File: config.mk
export PLATFORM = sky130hd
export DESIGN_NAME = capture_arbiter
export DESIGN_NICKNAME = d
export VERILOG_FILES = /design/src/rtl/capture_arbiter.sv
export SDC_FILE = /design/constraint.sdc
export NUM_CORES = 1
export LEC_CHECK = 0
export ABC_AREA = 1
export CAP_MARGIN = 40
export CORE_MARGIN = 1.5
export CORE_UTILIZATION = 46
export DETAILED_ROUTE_END_ITERATION = 6
export GPL_TIMING_DRIVEN = 0
export HOLD_SLACK_MARGIN = 0.15
export PLACE_DENSITY = 0.76
export SLEW_MARGIN = 20
export SYNTH_ARGS = -nofsm -noshare
export SYNTH_HDL_FRONTEND = slang
export SYNTH_SLANG_ARGS = --single-unit
File: constraint.sdc
create_clock -name clk -period 2.9 [get_ports clk]
set_input_delay 0.58 -clock clk [delete_from_list [all_inputs] [get_ports clk]]
set_output_delay 0.58 -clock clk [all_outputs]
set_load 0.05 [all_outputs]
File: src/rtl/capture_arbiter.sv
// -----------------------------------------------------------------------------
// capture_arbiter
//
// Sequences one capture session and shares the single capture-FIFO write port
// between three protocol decoders (uart=0, spi=1, i2c=2). Each decoder has a
// one-entry holding register. A round-robin arbiter grants at most one FIFO
// write per cycle. Each written word is tagged with a protocol id and a
// wrapping sequence number. Bytes lost to contention or back-pressure are
// counted.
//
// Ports:
//   clk          system clock, rising edge
//   rst          asynchronous active-high reset
//   arm          one-cycle pulse, starts a session from IDLE or DONE
//   abort        level, forces IDLE (highest priority)
//   src_en       per-source enable {i2c, spi, uart}
//   src_valid    per-source one-cycle byte strobe {i2c, spi, uart}
//   src_data     {i2c[23:16], spi[15:8], uart[7:0]}
//   fifo_full    FIFO cannot take a write this cycle
//   fifo_wr_en   FIFO write strobe
//   fifo_wr_data {proto_id[1:0], seq[SEQ_W-1:0], byte[7:0]}, zero when idle
//   state        IDLE=00, ARMED=01, CAPTURE=10, DONE=11
//   done         state == DONE
//   words        words written this session
//   drop_cnt     bytes dropped this session, saturating at 255
//
// Handshake: src_valid is a strobe with no ready. A byte is taken only if its
// holding register is empty, or is being written to the FIFO in that same
// cycle. Otherwise the byte is dropped and counted. On the FIFO side,
// !fifo_full acts as ready. fifo_wr_en is asserted only when fifo_full is low,
// so every strobe is a completed write.
// -----------------------------------------------------------------------------
module capture_arbiter #(
   parameter int WORD_LIMIT = 16,
   parameter int SEQ_W      = 6
) (
   input  logic        clk,
   input  logic        rst,
   input  logic        arm,
   input  logic        abort,
   input  logic [2:0]  src_en,
   input  logic [2:0]  src_valid,
   input  logic [23:0] src_data,
   input  logic        fifo_full,
   output logic        fifo_wr_en,
   output logic [15:0] fifo_wr_data,
   output logic [1:0]  state,
   output logic        done,
   output logic [7:0]  words,
   output logic [7:0]  drop_cnt
);

   typedef enum logic [1:0] {
      S_IDLE    = 2'b00,
      S_ARMED   = 2'b01,
      S_CAPTURE = 2'b10,
      S_DONE    = 2'b11
   } state_t;

   localparam logic [7:0]       LIMIT   = 8'(WORD_LIMIT);
   localparam logic [SEQ_W-1:0] SEQ_ONE = SEQ_W'(1);

   state_t           state_q, state_d;
   logic [2:0]       pend_vld_q;
   logic [7:0]       pend_data_q [3];
   logic [7:0]       words_q;
   logic [7:0]       drop_q;
   logic [SEQ_W-1:0] seq_q;
   logic [1:0]       rr_q;        // first source to search this cycle

   logic             gnt_any;
   logic [1:0]       gnt_idx;
   logic [2:0]       gnt_vec;
   logic [1:0]       cand;
   logic [2:0]       accept;
   logic [2:0]       drop;
   logic [1:0]       drop_num;
   logic [8:0]       drop_sum;
   logic             capturing;
   logic             enter_armed;
   logic             enter_done;
   logic             clr_pend;

   // Source index successor in uart -> spi -> i2c -> uart order.
   function automatic logic [1:0] wrap_inc(input logic [1:0] s);
      return (s == 2'd2) ? 2'd0 : s + 2'd1;
   endfunction

   // Round-robin grant, starting the search at rr_q.
   always_comb begin
      gnt_any = 1'b0;
      gnt_idx = 2'd0;
      gnt_vec = 3'b000;
      cand    = rr_q;
      if (state_q == S_CAPTURE && !fifo_full) begin
         for (int k = 0; k < 3; k++) begin
            if (!gnt_any && pend_vld_q[cand]) begin
               gnt_any = 1'b1;
               gnt_idx = cand;
            end
            cand = wrap_inc(cand);
         end
      end
      if (gnt_any) gnt_vec[gnt_idx] = 1'b1;
   end

   // Accept and drop. abort suppresses accepts because its edge clears the
   // holding registers anyway.
   always_comb begin
      capturing = (state_q == S_ARMED) || (state_q == S_CAPTURE);
      accept    = src_valid & src_en & {3{capturing && !abort}};
      drop      = accept & pend_vld_q & ~gnt_vec;
      drop_num  = 2'd0;
      for (int i = 0; i < 3; i++) begin
         if (drop[i]) drop_num = drop_num + 2'd1;
      end
      drop_sum  = {1'b0, drop_q} + {7'd0, drop_num};
   end

   // Next-state logic. abort overrides every other transition.
   always_comb begin
      state_d = state_q;
      if (abort) begin
         state_d = S_IDLE;
      end else begin
         case (state_q)
            S_IDLE:    if (arm) state_d = S_ARMED;
            S_ARMED:   if (|accept) state_d = S_CAPTURE;
            S_CAPTURE: if (gnt_any && (words_q + 8'd1 == LIMIT)) state_d = S_DONE;
            S_DONE:    if (arm) state_d = S_ARMED;
            default:   state_d = S_IDLE;
         endcase
      end
      enter_armed = (state_d == S_ARMED) && (state_q != S_ARMED);
      enter_done  = (state_d == S_DONE) && (state_q == S_CAPTURE);
      // Bytes still held when the session ends are discarded, not dropped.
      clr_pend    = abort || enter_armed || enter_done;
   end

   always_ff @(posedge clk or posedge rst) begin
      if (rst) begin
         state_q    <= S_IDLE;
         pend_vld_q <= 3'b000;
         for (int i = 0; i < 3; i++) pend_data_q[i] <= 8'h00;
         words_q    <= 8'h00;
         drop_q     <= 8'h00;
         seq_q      <= '0;
         rr_q       <= 2'd0;
      end else begin
         state_q <= state_d;

         if (enter_armed) begin
            words_q <= 8'h00;
            drop_q  <= 8'h00;
            seq_q   <= '0;
            rr_q    <= 2'd0;
         end else begin
            // A write in the abort cycle still reaches the FIFO, so it is
            // still counted.
            if (gnt_any) begin
               words_q <= words_q + 8'd1;
               seq_q   <= seq_q + SEQ_ONE;
               rr_q    <= wrap_inc(gnt_idx);
            end
            drop_q <= drop_sum[8] ? 8'hFF : drop_sum[7:0];
         end

         for (int i = 0; i < 3; i++) begin
            if (clr_pend) begin
               pend_vld_q[i] <= 1'b0;
            end else if (accept[i] && (!pend_vld_q[i] || gnt_vec[i])) begin
               pend_vld_q[i]  <= 1'b1;
               pend_data_q[i] <= src_data[i*8 +: 8];
            end else if (gnt_vec[i]) begin
               pend_vld_q[i] <= 1'b0;
            end
         end
      end
   end

   assign fifo_wr_en   = gnt_any;
   assign fifo_wr_data = gnt_any ? {gnt_idx, seq_q, pend_data_q[gnt_idx]} : 16'h0000;
   assign state        = state_q;
   assign done         = (state_q == S_DONE);
   assign words        = words_q;
   assign drop_cnt     = drop_q;

endmodule
==> key figures <==
Status
  • Status: complete, but fails checks
  • Failing checks: setup timing

Cells and area
  • Area of the multi-input gates: 1900 sq um
  • Ant diodes: 0
  • Share of cells above drive strength 1: 24.3%
  • Fill cells: 614
  • FF+latch area: 1330 sq um
  • Commonest non-fill, non-tap cell in the layout: nand2_1
  • Nets: 572
  • Design area: 4530 sq um
  • Synthesis-to-layout area growth: 36.2%
  • Commonest cells after routing, fill and taps aside: 129 x nand2_1, 57 x inv_1, 53 x clkdlybuf4s50_1
  • Cell Count, Final, Fillers Out: 623

Route
  • Via count: 3163
  • DRT iter0 DRCs: 130
  • Routed vias/inst: 5.08
  • First drt pass iteration count: 4
  • Routed Wire Length: 8.45 mm
  • Antenna Violating Nets Remaining: 0
  • DRC violations left: 0
  • Wire length per cell after detailed routing: 13.6 um

Logic synthesis
  • Main synth FF type: dfrtp_1
  • EDFF count, synth: 0
  • Mean post-synth cell area: 7.56 sq um
  • Main combinational cell family by area after synthesis: simple AND/OR/NAND/NOR gates
  • Cells after Synth: 440
  • Post-synthesis sequential area ratio: 39.9%
  • YS warnings: 0
  • Asr flop ratio synth: 100%
  • XOR/XNOR Fraction of Synth Area: 1.58%
  • Register bit total from synthesis: 53
  • Post-Syn Area: 3330 sq um
  • Post-synthesis compound-gate area fraction: 6.96%
  • Mux share of post-synthesis cell area: 0.339%
  • Syn_nets: 486
  • Synth area leaders: dfrtp_1 40%, nand2_1 15%, inv_1 7.2%, nand3_1 6.2%, nand3_2 4.8%
  • Simple-gate share of the synthesized area: 37.4%
  • Synth Area in Adders: 4.36%
  • Synth unique cells: 37
  • Yosys top cell area share: 39.9%
  • Post-synth top area cell: dfrtp_1

Clock tree
  • Hold buffer count at cts: 0
  • Htree depth: 2
  • Clk Latency, worst-skew pair: 310 ps
  • Clock sink count: 53
  • Clock root buffer: clkbuf_8
  • Clock Tree Buf Depth: 2
  • CTS tree: built
  • Clock slew at reported path FFs: 100 ps
  • CTS buffer count: 5

Power and ir drop
  • Sequential share of power: 40.5%
  • Pwr Density: 598 nW/um^2
  • Power share of the combinational group: 42.2%
  • Cell-internal power: 1570 uW
  • Net Sw Frac: 42.3%
  • Peak supply drop: 0.000317 V
  • Clk pwr share: 17.3%
  • Leak: 0.00236 uW
  • Final Power: 2710 uW
  • Switching power: 1150 uW

STA
  • Slew headroom: 55.9%
  • Max Clock Freq: 0.308 GHz
  • RSZ-0062 raised after global routing: true
  • Fin worst setup slack: -349 ps
  • Fin. Hold Viols: 0
  • Period utilisation layout: 112%
  • Final setup viols: 18
  • Setup Skew: 6.94 ps
  • TNS Setup: -3030 ps
  • Count of final max-slew check failures: 0
  • Slew @ Worst Pin: 661 ps
  • Crit path time final: 3250 ps

Floorplanning
  • Die Y: 88.0 um
  • DIE WIDTH: 88.0 um
  • Die area: 7750 sq um
  • Core ar.: 6910 sq um
  • Initial Util: 48.2%
  • Ports: 71
  • Std cell rows: 30

Worst setup path
  • Crit Path Class: reg2reg
  • R2r startpoint: rr_q[1]
  • CP startpoint: rr_q[1]
  • Crit path DAT: 3460 ps
  • Worst Setup End Kind: register
  • Critical Path Source Type: register
  • Worst Path Required: 3110 ps
  • Crit path max fanout: 6

Place
  • DP Area: 4210 sq um
  • Placer Congestion: 0.832
  • Placed cells: 606
  • Detail Placement HPWL: 6.10 mm
  • Port Buf Inserts: 70

Flow run
  • Max-Cap Viols: 0

Worst hold path
  • Hold crit path type: reg2reg
  • Hold Startpoint: pend_data_q[9]

Global routing
  • First-pass GRT wire length: 13.4 mm
  • Vias in the first global route: 2995
  • Largest net degree at the start of global routing: 54
  • Total congestion overflow: 0
  • Initial antenna violation count: 0
  • GRT Resource Usage Total: 22.0%
registers in the layout (all words and copies together) (netlist names):
register     cells
drop_cnt         8
pend_data_q     24
pend_vld_q       3
rr_q             2
seq_q            6
state            2
words            8
through the flow:
step / hold WS [ps] / util [%] / setup slack [ps]
after global routing: 524 / 65.6 / -489
after CTS: 489 / 63.7 / -258
after detailed placement: 466 / 61.0 / -681
after floorplan: 449 / - / -209
after global placement: 463 / 61.0 / -637
final: 489 / 65.6 / -349
path summary, 6_finish.rpt:
| path | endpoint | slack (ps) | depth (start not counted) |
|---|---|---|---|
| worst max-delay path | drop_cnt[6] | -350 | 22 |
| worst min-delay path | pend_data_q[9] | 490 | 2 |
| worst max register to register | drop_cnt[6] | -350 | 22 |
| worst min register to register | pend_data_q[9] | 490 | 2 |
| max in group asynchronous | state[0] | 1700 | 2 |
| min in group asynchronous | seq_q[3] | 720 | 2 |
cells by family after synthesis:
logic type	Yosys count
buffers and inverters	78
adders and majority gates	11
DFF	53
AOI/OAI and AO/OA	38
xor gates and xnor gates	6
muxes	1
and+or+nand+nor	253
power by group through the flow:
stage | sequential [uW] | combinational (uW) | clock, uW
after floorplan | 1130 | 710 | 0
after global placement | 1090 | 1020 | 0
after detailed placement | 1100 | 1060 | 0
after CTS | 1090 | 1100 | 472
after global routing | 1120 | 1260 | 503
final | 1100 | 1140 | 468
per-layer routing:
metal	up-vias	track usage, %	part of all wire [%]
met5	-	0	0
met4	0	5.68	1.9
met2	99	42.1	51
li1	1557	-	-
met3	20	3.30	3.8
met1	1487	25.4	43
synth_stat cells, types with 2 or more instances:
cell and count:
nand2_1 135, inv_1 64, dfrtp_1 53, nand3_1 41
nor2_1 37, o21ai_0 17, nand3_2 16, ha_1 10
a21oi_1 5, inv_2 5, o31ai_1 5, clkbuf_1 4
nor2_2 4, o21a_1 4, xor2_1 4, nor4_1 3
o211ai_1 3, buf_2 2, nand2_2 2, nand4_1 2
nand4_4 2, nor2_4 2, nor2_8 2, nor3_1 2
o21bai_1 2, or2_2 2, xnor2_1 2
final cells by class:
class / instances / share of cell area, %
Buffer: 6 / 1.08
Sequential cell: 53 / 29.4
Multi-Input combinational cell: 309 / 41.9
Clock buffer: 7 / 2.13
Inverter: 70 / 6.10
Tap cell: 96 / 2.65
Clock inverter: 1 / 0.110
Timing Repair Buffer: 81 / 16.7
critical path, stage by stage (launching register included):
cell and delay [ps]:
dfrtp_2 510, inv_4 90, nand2_1 130, nor2_2 50
nor2_2 140, nand3_2 130, inv_1 110, nor2_2 60
nor2_4 150, nor2_4 60, nor2_4 90, nand2_2 80
inv_2 70, ha_4 200, xnor2_2 120, ha_2 210
fa_2 430, nand2_4 90, nor4_2 40, nand2_1 110
inv_2 90, o21ai_2 140, inv_1 40
timing repair:
item                                    4_1_cts  5_1_grt
gates resized for setup                      90       41
setup buffers                                 4        7
endpoints found under the setup margin       25       25
pin swaps                                     3       12
(Power assumes the default switching activity.)
